**src/rtl/iic_pkg.sv**
```systemverilog
// Shared IIC sequencer definitions: state encoding, engine phase bit
// positions and the default per-phase timeout.
package iic_pkg;

  localparam logic [2:0] IIC_ST_IDLE  = 3'd0;
  localparam logic [2:0] IIC_ST_START = 3'd1;
  localparam logic [2:0] IIC_ST_CHIP  = 3'd2;
  localparam logic [2:0] IIC_ST_REG   = 3'd3;
  localparam logic [2:0] IIC_ST_WAITD = 3'd4;
  localparam logic [2:0] IIC_ST_DATA  = 3'd5;
  localparam logic [2:0] IIC_ST_STOP  = 3'd6;
  localparam logic [2:0] IIC_ST_GAP   = 3'd7;

  typedef enum logic [2:0] {
    ST_IDLE  = IIC_ST_IDLE,
    ST_START = IIC_ST_START,
    ST_CHIP  = IIC_ST_CHIP,
    ST_REG   = IIC_ST_REG,
    ST_WAITD = IIC_ST_WAITD,
    ST_DATA  = IIC_ST_DATA,
    ST_STOP  = IIC_ST_STOP,
    ST_GAP   = IIC_ST_GAP
  } iic_state_e;

  // Bit positions of the engine phase vectors {stop, data, reg, chip, start}.
  localparam int PH_START = 0;
  localparam int PH_CHIP  = 1;
  localparam int PH_REG   = 2;
  localparam int PH_DATA  = 3;
  localparam int PH_STOP  = 4;

  localparam int IIC_DEFAULT_TIMEOUT = 1023;

endpackage

```
**src/rtl/iic_wr_seq.sv**
```systemverilog
// IIC write sequencer: drives the bit-level engine through
// START -> CHIP -> REG -> (WAITD -> DATA) x N -> STOP for one request.
// Optional per-phase abort timer: define IIC_SEQ_TIMEOUT_EN.
//
//  state | meaning
//  IDLE  | ready for a request
//  START | engine issuing START condition
//  CHIP  | engine shifting chip byte
//  REG   | engine shifting register byte
//  WAITD | waiting for next data byte, engine idle
//  DATA  | engine shifting a data byte
//  STOP  | engine issuing STOP condition
//  GAP   | one idle cycle between phases, selects the next phase
module iic_wr_seq
  import iic_pkg::*;
#(
  parameter int LEN_W   = 4,
  parameter int TIMEOUT = IIC_DEFAULT_TIMEOUT,
  parameter int TO_W    = 10
) (
  input  logic             clk,
  input  logic             rstn,
  input  logic             req_valid,
  output logic             req_ready,
  input  logic [7:0]       req_chip,
  input  logic [7:0]       req_reg,
  input  logic [LEN_W-1:0] req_len,
  input  logic             wd_valid,
  output logic             wd_ready,
  input  logic [7:0]       wd_data,
  output logic             trans_start,
  output logic             trans_chip,
  output logic             trans_reg,
  output logic             trans_data,
  output logic             trans_stop,
  input  logic             finish_start,
  input  logic             finish_chip,
  input  logic             finish_reg,
  input  logic             finish_data,
  input  logic             finish_stop,
  output logic [7:0]       data_in,
  output logic             busy,
  output logic             done,
  output logic             err
);

  localparam logic [LEN_W-1:0] CNT_ONE = 1;

  iic_state_e       state_q, state_d, nxt_q, nxt_d;
  logic [7:0]       chip_q, chip_d, reg_q, reg_d, byte_q, byte_d;
  logic [7:0]       data_in_q, data_in_d;
  logic [LEN_W-1:0] len_q, len_d, cnt_q, cnt_d;
  logic [4:0]       fin_cur, fin_rise, fin_prev_q, fin_prev_d;
  logic [4:0]       trans_q, trans_d;
  logic             req_ready_q, req_ready_d, wd_ready_q, wd_ready_d;
  logic             busy_q, busy_d, done_q, done_d, err_q, err_d;
  logic             phase_done;

`ifdef IIC_SEQ_TIMEOUT_EN
  localparam logic [TO_W-1:0] TO_ONE  = 1;
  localparam logic [TO_W-1:0] TO_LAST = TO_W'(TIMEOUT - 1);
  logic [TO_W-1:0] to_cnt_q, to_cnt_d;
  logic            abort_q, abort_d;
  logic            to_run, to_hit;
`else
  logic [TO_W-1:0] unused_to;
  assign unused_to = TO_W'(TIMEOUT);
`endif

  assign fin_cur  = {finish_stop, finish_data, finish_reg, finish_chip, finish_start};
  assign fin_rise = fin_cur & ~fin_prev_q;

  // Only a rising edge of the active phase's own finish completes it.
  always_comb begin
    phase_done = 1'b0;
    case (state_q)
      ST_START: phase_done = fin_rise[PH_START];
      ST_CHIP:  phase_done = fin_rise[PH_CHIP];
      ST_REG:   phase_done = fin_rise[PH_REG];
      ST_DATA:  phase_done = fin_rise[PH_DATA];
      ST_STOP:  phase_done = fin_rise[PH_STOP];
      default:  phase_done = 1'b0;
    endcase
  end

  // Next state, captured request fields, and outputs decoded from the next state.
  always_comb begin
    state_d    = state_q;
    nxt_d      = nxt_q;
    chip_d     = chip_q;
    reg_d      = reg_q;
    len_d      = len_q;
    cnt_d      = cnt_q;
    byte_d     = byte_q;
    fin_prev_d = fin_cur;
    wd_ready_d = 1'b0;
    done_d     = 1'b0;
    err_d      = 1'b0;
`ifdef IIC_SEQ_TIMEOUT_EN
    abort_d    = abort_q;
    to_run     = 1'b0;
    to_hit     = 1'b0;
    to_cnt_d   = to_cnt_q;
`endif

    case (state_q)
      ST_IDLE: begin
        if (req_valid && req_ready_q) begin
          chip_d  = req_chip;
          reg_d   = req_reg;
          len_d   = req_len;
          cnt_d   = '0;
          state_d = ST_START;
`ifdef IIC_SEQ_TIMEOUT_EN
          abort_d = 1'b0;
`endif
        end
      end
      ST_START: if (phase_done) begin nxt_d = ST_CHIP;  state_d = ST_GAP; end
      ST_CHIP:  if (phase_done) begin nxt_d = ST_REG;   state_d = ST_GAP; end
      ST_REG:   if (phase_done) begin nxt_d = ST_WAITD; state_d = ST_GAP; end
      ST_WAITD: begin
        if (wd_valid) begin
          byte_d     = wd_data;
          wd_ready_d = 1'b1;
          state_d    = ST_DATA;
        end
      end
      ST_DATA: begin
        if (phase_done) begin
          state_d = ST_GAP;
          if (cnt_q == len_q) begin
            nxt_d = ST_STOP;
          end else begin
            cnt_d = cnt_q + CNT_ONE;
            nxt_d = ST_WAITD;
          end
        end
      end
      ST_STOP: begin
        if (phase_done) begin
          done_d  = 1'b1;
          state_d = ST_IDLE;
`ifdef IIC_SEQ_TIMEOUT_EN
          err_d   = abort_q;
`endif
        end
      end
      ST_GAP:  state_d = nxt_q;
      default: state_d = ST_IDLE;
    endcase

`ifdef IIC_SEQ_TIMEOUT_EN
    // A completion in the same cycle as the last allowed count wins.
    to_run = (state_q inside {ST_START, ST_CHIP, ST_REG, ST_DATA, ST_STOP});
    to_hit = to_run && !phase_done && (to_cnt_q == TO_LAST);
    if (to_hit) begin
      if (state_q == ST_STOP) begin
        done_d  = 1'b1;
        err_d   = 1'b1;
        state_d = ST_IDLE;
      end else begin
        abort_d = 1'b1;
        nxt_d   = ST_STOP;
        state_d = ST_GAP;
      end
    end
    if (state_d != state_q)
      to_cnt_d = '0;
    else if (to_run)
      to_cnt_d = to_cnt_q + TO_ONE;
`endif

    trans_d   = '0;
    data_in_d = 8'h00;
    case (state_d)
      ST_START: trans_d[PH_START] = 1'b1;
      ST_CHIP:  begin trans_d[PH_CHIP] = 1'b1; data_in_d = chip_d; end
      ST_REG:   begin trans_d[PH_REG]  = 1'b1; data_in_d = reg_d;  end
      ST_DATA:  begin trans_d[PH_DATA] = 1'b1; data_in_d = byte_d; end
      ST_STOP:  trans_d[PH_STOP] = 1'b1;
      default:  trans_d = '0;
    endcase
    busy_d      = (state_d != ST_IDLE);
    req_ready_d = (state_d == ST_IDLE);
  end

  // State and registered outputs; synchronous active-low reset.
  always_ff @(posedge clk) begin
    if (!rstn) begin
      state_q     <= ST_IDLE;
      nxt_q       <= ST_IDLE;
      chip_q      <= 8'h00;
      reg_q       <= 8'h00;
      len_q       <= '0;
      cnt_q       <= '0;
      byte_q      <= 8'h00;
      fin_prev_q  <= '0;
      trans_q     <= '0;
      data_in_q   <= 8'h00;
      req_ready_q <= 1'b1;
      wd_ready_q  <= 1'b0;
      busy_q      <= 1'b0;
      done_q      <= 1'b0;
      err_q       <= 1'b0;
`ifdef IIC_SEQ_TIMEOUT_EN
      to_cnt_q    <= '0;
      abort_q     <= 1'b0;
`endif
    end else begin
      state_q     <= state_d;
      nxt_q       <= nxt_d;
      chip_q      <= chip_d;
      reg_q       <= reg_d;
      len_q       <= len_d;
      cnt_q       <= cnt_d;
      byte_q      <= byte_d;
      fin_prev_q  <= fin_prev_d;
      trans_q     <= trans_d;
      data_in_q   <= data_in_d;
      req_ready_q <= req_ready_d;
      wd_ready_q  <= wd_ready_d;
      busy_q      <= busy_d;
      done_q      <= done_d;
      err_q       <= err_d;
`ifdef IIC_SEQ_TIMEOUT_EN
      to_cnt_q    <= to_cnt_d;
      abort_q     <= abort_d;
`endif
    end
  end

  // wd_ready acknowledges the byte in the cycle after it was latched.
  assign req_ready   = req_ready_q;
  assign wd_ready    = wd_ready_q;
  assign trans_start = trans_q[PH_START];
  assign trans_chip  = trans_q[PH_CHIP];
  assign trans_reg   = trans_q[PH_REG];
  assign trans_data  = trans_q[PH_DATA];
  assign trans_stop  = trans_q[PH_STOP];
  assign data_in     = data_in_q;
  assign busy        = busy_q;
  assign done        = done_q;
  assign err         = err_q;

endmodule
```
**config.mk**
```make
export PLATFORM = sky130hd
export DESIGN_NAME = iic_wr_seq
export DESIGN_NICKNAME = d
export VERILOG_FILES = /design/src/rtl/iic_pkg.sv /design/src/rtl/iic_wr_seq.sv
export SDC_FILE = /design/constraint.sdc
export NUM_CORES = 1
export LEC_CHECK = 0
export ABC_AREA = 0
export CORE_AREA = 2 2 75 77
export DETAILED_ROUTE_END_ITERATION = 6
export DIE_AREA = 0 0 77 79
export HOLD_SLACK_MARGIN = 0.08
export PLACE_DENSITY_LB_ADDON = 0.12
export SYNTH_ARGS = -nofsm -noshare
export SYNTH_HDL_FRONTEND = slang
export SYNTH_SLANG_ARGS = --single-unit
```
**constraint.sdc**
```tcl
create_clock -name clk -period 2.7 [get_ports clk]
set_input_delay 0.27 -clock clk [delete_from_list [all_inputs] [get_ports clk]]
set_output_delay 0.27 -clock clk [all_outputs]
set_load 0.005 [all_outputs]
```
# Word-level counts from Yosys, hierarchy flattened
# Index checks and enable logic that the tools add are counted.
# Widths: inputs -> output; s select.
# word_totals
register_bits	60
latchBits	0
ram_bits	0
rom_bits	0
inputBits	37
memories	0
# classes
n_addsub	1
mul	0
div	0
order_cmp	0
n_eq_ne	19
shifts	0
n_mux	30
bitwise	2
n_reduce_logical	12
# op_table
operator	count
$mux 8	6
$mux 3	8
$pmux 8 s3	1
$eq 3x3->1 const B	6
$pmux 3 s5	1
$eq 3x2->1 const B	4
$mux 4	3
$ne 2x2->1 const B	6
$pmux 3 s4	1
$pmux 4 s2	1
$mux 1	7
$eq 3x1->1 const B	2
$logic_not 3->1	2
$reduce_and 2->1	3
$and 5x5->5	1
$not 5->5	1
$pmux 1 s5	1
$reduce_and 5->1	1
$add 4x1->4 const B	1
$eq 4x4->1	1
$reduce_and 4->1	1
$reduce_bool 4->1	1
$reduce_or 4->1	1
$reduce_bool 3->1	1
3 further kinds	3

# Longest topological paths before layout
# Gate-level depths: netlist of the first run.
# logic_depth
ltp_word	7
mapped_depth	8
depth_no_buf	5

# Worst setup path before layout of the first run
# Ideal clock, no wire load.
# synth_path
kind	register to register
start	register state_q[0]
end	register data_in_q[0] (netlist: data_in[0])
setup_ns	0.088
arrival_time_ns	1.888
required_ns	2.612
slack_ns	0.724
path_stages_with_launch	8
path_buffers	2
path_cell_list	dfxtp_1 -> buf_2 -> and4bb_1 -> a22oi_4 -> a211oi_2 -> or4b_1 -> buf_4 -> o32ai_2
# synth_via
elab_chain_cells	6
elab_cells_between_ends	22
# synth_rtl
element	line_no	rtl
start, declared	iic_wr_seq.sv:49	iic_state_e state_q, state_d, nxt_q, nxt_d;
start signal, assigned	iic_wr_seq.sv:211	state_q <= state_d;
$eq 3x3->1, or another cell as far along	iic_wr_seq.sv:76, iic_wr_seq.sv:106	
$pmux 1 s5	iic_wr_seq.sv:76	case (state_q)
$mux 3 (on tied branches)	n/a	
$pmux 3 s5	iic_wr_seq.sv:106	case (state_q)
$eq 3x3->1 or $eq 3x2->1 (tied branches)	iic_wr_seq.sv:176	case (state_d)
$pmux 8 s3 *	iic_wr_seq.sv:176	
end signal, assigned	iic_wr_seq.sv:220	data_in_q <= data_in_d;
end, declared	iic_wr_seq.sv:51	logic [7:0] data_in_q, data_in_d;
# Every way passes the cells marked *; elsewhere a longest branch is shown, timed or not.
# A chain may end at the register's enable or synchronous reset.

# Final worst setup path of the first run
# layout_path
start	register state_q[2]
end	register data_in_q[0] (netlist: data_in[0])
# Same word-level chain as after synthesis.

==> results of run 1 <==
per-layer routing:
metal | share of wire, % | vias up | track usage, %
li1 | - | 1060 | -
met1 | 47 | 962 | 26.0
met2 | 46 | 49 | 33.4
met3 | 4.2 | 14 | 5.68
met4 | 2.3 | 0 | 8.93
met5 | 0 | - | 0
path summary, 6_finish.rpt:
kind | from | to | slack, ns | depth (start not counted)
hold / removal | reg_q[5]$_SDFF_PN0_ | reg_q[5]$_SDFF_PN0_ | 0.46 | 2
setup / recovery | state_q[2]$_SDFF_PN0_ | data_in[0]$_SDFF_PN0_ | 0.32 | 6
hold reg to reg | reg_q[5]$_SDFF_PN0_ | reg_q[5]$_SDFF_PN0_ | 0.46 | 2
setup reg to reg | state_q[2]$_SDFF_PN0_ | data_in[0]$_SDFF_PN0_ | 0.32 | 6
metrics by stage:
stage	hold WS (ns)	std cells
after floorplan	0.392	272
after global placement	0.443	390
after detailed placement	0.449	390
after CTS	0.457	405
after global routing	0.472	405
final	0.455	405
sequential cells by signal, indices dropped and copies added, names as in the netlist:
name        flops
cnt_q           4
req_ready       1
wd_ready        1
trans_q         5
busy            1
chip_q          8
done            1
len_q           4
fin_prev_q      5
state_q         3
data_in         8
reg_q           8
byte_q          8
nxt_q           3
power by group through the flow:
stage / Clock, mW / Combinational, mW / Sequential, mW
floorplan: 0 / 0.241 / 0.981
global placement: 0 / 0.393 / 0.996
detailed placement: 0 / 0.396 / 0.997
CTS: 0.719 / 0.399 / 0.977
global route: 0.759 / 0.436 / 0.983
finish: 0.713 / 0.397 / 0.977
worst max-delay path, cell delays in order, from the launching register on:
cell and delay (ns):
dfxtp_1 0.67, nor4bb_2 0.15, a22oi_2 0.35, a211oi_2 0.15, or4b_1 0.48, buf_4 0.21
o32ai_2 0.27
cells in the mapped netlist, drive strengths merged (2+ instances only):
cell type,number
a21oi,19
nand4b,2
nand2,53
dfxtp,60
o22ai,9
inv,12
xnor2,4
and4b,2
nor3,3
nand3b,2
clkbuf,10
o21ai,3
nor2b,4
nor2,16
buf,7
a22oi,2
nand4,3
a21boi,6
and2,8
o32ai,8
a32oi,2
nor4bb,2
and3,3
mux2,9
cell type report:
cell class	count	area, sq um	area share [%]
inverter	12	45.0	1.36
timing repair buffer	63	606	18.2
sequential	60	1200	36.1
tap	72	90.1	2.71
clock buffer	13	159	4.78
clock inverter	2	10.0	0.301
multi-input combinational	183	1210	36.5
logic make-up after synthesis:
group,after synthesis
muxes,10
and+or+nand+nor,106
buffers and inverters,29
xor gates and xnor gates,4
other,1
AOI/OAI and AO/OA,61
DFF,60
adders and majority gates,1
==> run summary, run 1 <==
=================================================================================================================
Vias after detailed routing ........................................................................         2085
Number of placed I/O pins ..........................................................................           55
Initial Util .......................................................................................        47.4%
Wire length reported by the detailed router ........................................................      5.93 mm
Full die area ......................................................................................   6080 sq um
Placement Rows .....................................................................................           27
Number of global-route vias before repair ..........................................................         2041
Power per Cell Area ................................................................................  628 nW/um^2
Sequential group share of total power ..............................................................        46.8%
Final Cycle Share ..................................................................................        88.1%
Required @ worst endpoint ..........................................................................      2.95 ns
Arithmetic-cell share of the synthesized area counting full adders, half adders and majority gates .       0.495%
Post-cts sizing count ..............................................................................            0
Final setup vio count ..............................................................................            0
Type of the worst setup path ....................................................................... register to register
Endpoints failing hold .............................................................................            0
Commonest register cell after synthesis ............................................................      dfxtp_1
Via density per instance ...........................................................................         5.15
Element type at the critical path end ..............................................................     register
Class of the tightest hold or removal check ........................................................ register to register
Compound-cell area share of the yosys netlist ......................................................        20.0%
Nets ...............................................................................................          367
Slew headroom ......................................................................................        60.7%
Top library cells by usage in the layout, fill and taps aside ...................................... 60 x dfxtp_1, 53 x nand2_1, 53 x clkdlybuf4s50_1, 18 x a21oi_1, 16 x nor2_1
Wire length of the first global-routing pass .......................................................      9.67 mm
Fraction of final layout cells sized beyond drive strength 1 .......................................        14.4%
Count of yosys warnings during synthesis ...........................................................            0
Setup repair after global routing missed its margin ................................................        false
Relative contribution of combinational cells to total power ........................................        19.0%
Area of all placed cells without fillers ...........................................................   3320 sq um
Layout filler cell count ...........................................................................          504
Drt pass-1 iters ...................................................................................            4
Top cell type's share of synthesized area ..........................................................        47.5%
Antenna violations before repair ...................................................................            0
Quantity of hold-fixing buffers added after cts ....................................................            0
Clk_lat worst skew .................................................................................      0.33 ns
Total internal power ...............................................................................      1.50 mW
Clock Pin Slew Worst Setup and Hold Paths ..........................................................      0.07 ns
Most common library cell in the layout ignoring fill and taps ......................................      dfxtp_1
Core occupancy in the finished layout ..............................................................        62.3%
Per-cell routed wire length ........................................................................ 14.6 microns
Standard cell core area ............................................................................   5340 sq um
Congestion Overflow GR .............................................................................            0
Avg Inst Size Synth ................................................................................   9.30 sq um
Number of flops mapped to enable cells by yosys ....................................................            0
Max-cap viol count .................................................................................            0
Measured slew at the worst slew-check pin ..........................................................     0.587 ns
Dominant combinational cell family by area after synthesis ......................................... simple AND/OR/NAND/NOR gates
Final antenna-violating net count ..................................................................            0
Maximum vdd ir drop ................................................................................   0.000371 V
Switching share of power ...........................................................................        28.2%
GPL Wtd Cong .......................................................................................        0.828
Number of port buffers .............................................................................           53
Synthesized flop and latch total ...................................................................           60
Number of inserted diodes ..........................................................................            0
Maximum clock insertion buffer count ...............................................................            2
CTS tree ...........................................................................................         done
Least setup slack across all paths after layout ....................................................     0.322 ns
Count of unresolved DRC violations after routing ...................................................            0
Relative area change from synthesis to final layout ................................................        31.4%
Fraction of synthesized area in multiplexers .......................................................        4.40%
Share of total power in the clock network ..........................................................        34.2%
Part of the Yosys area used for sequential elements ................................................        47.5%
Post-Synthesis Net Count ...........................................................................          310
Total global-route track usage .....................................................................        20.7%
Area share of xor/xnor cells in the synthesized design .............................................        1.38%
Simple-gate share of the synthesized area ..........................................................        21.2%
WP data arrival ....................................................................................      2.63 ns
Placed standard-cell area ..........................................................................   3150 sq um
Die extent in x ....................................................................................   77 microns
Worst setup slack after placement ..................................................................     0.229 ns
Maximum fanout along the worst path ................................................................           17
Vertical die dimension .............................................................................   79 microns
Startpoint kind of the worst setup timing path .....................................................     register
Status ............................................................................................. finished, final reports clean
Number of buffers created by CTS ...................................................................            9
Sum of internal, switching and leakage power .......................................................      2.09 mW
Fmax achieved ......................................................................................    0.420 GHz
Deepest level of the CTS H-tree ....................................................................            3
Area of the mapped netlist .........................................................................   2530 sq um
CTS Root Cell ......................................................................................     clkbuf_8
Cell count after synthesis .........................................................................          272
Library cell occupying the most area in the post-synthesis netlist .................................      dfxtp_1
Post-layout min period .............................................................................      2.38 ns
Leakage ............................................................................................      1.34 nW
Dominant cells by area after synthesis ............................................................. dfxtp_1 47%, nand2_1 7.9%, o32ai_2 5.1%
Final setup skew ...................................................................................   0.00455 ns
Sink count of the clock tree .......................................................................           60
DP Wirelength ......................................................................................      4.09 mm
Count of distinct cell types in the synthesized netlist ............................................           52
First DRT Iteration DRCs ...........................................................................           93
Total setup buffers inserted after CTS .............................................................            0
Pin count of the biggest net entering global routing ...............................................           31
Ys async rst share .................................................................................           0%
Max Slew Vio Count .................................................................................            0
Switch Pwr .........................................................................................     0.588 mW
Summed negative setup slack over all endpoints .....................................................         0 ns
=================================================================================================================
Note: power is estimated with default switching activity, not from simulation.
==> inputs of run 2 (changes only) <==
--- a/config.mk
+++ b/config.mk
@@ -7,6 +7,7 @@
 export LEC_CHECK = 0
 export ABC_AREA = 0
 export CORE_AREA = 2 2 75 77
+export CTS_CLUSTER_SIZE = 14
 export DETAILED_ROUTE_END_ITERATION = 6
 export DIE_AREA = 0 0 77 79
 export HOLD_SLACK_MARGIN = 0.08
==> results of run 2 <==
The final DEF is identical to that of run 1; final timing and power are the same.
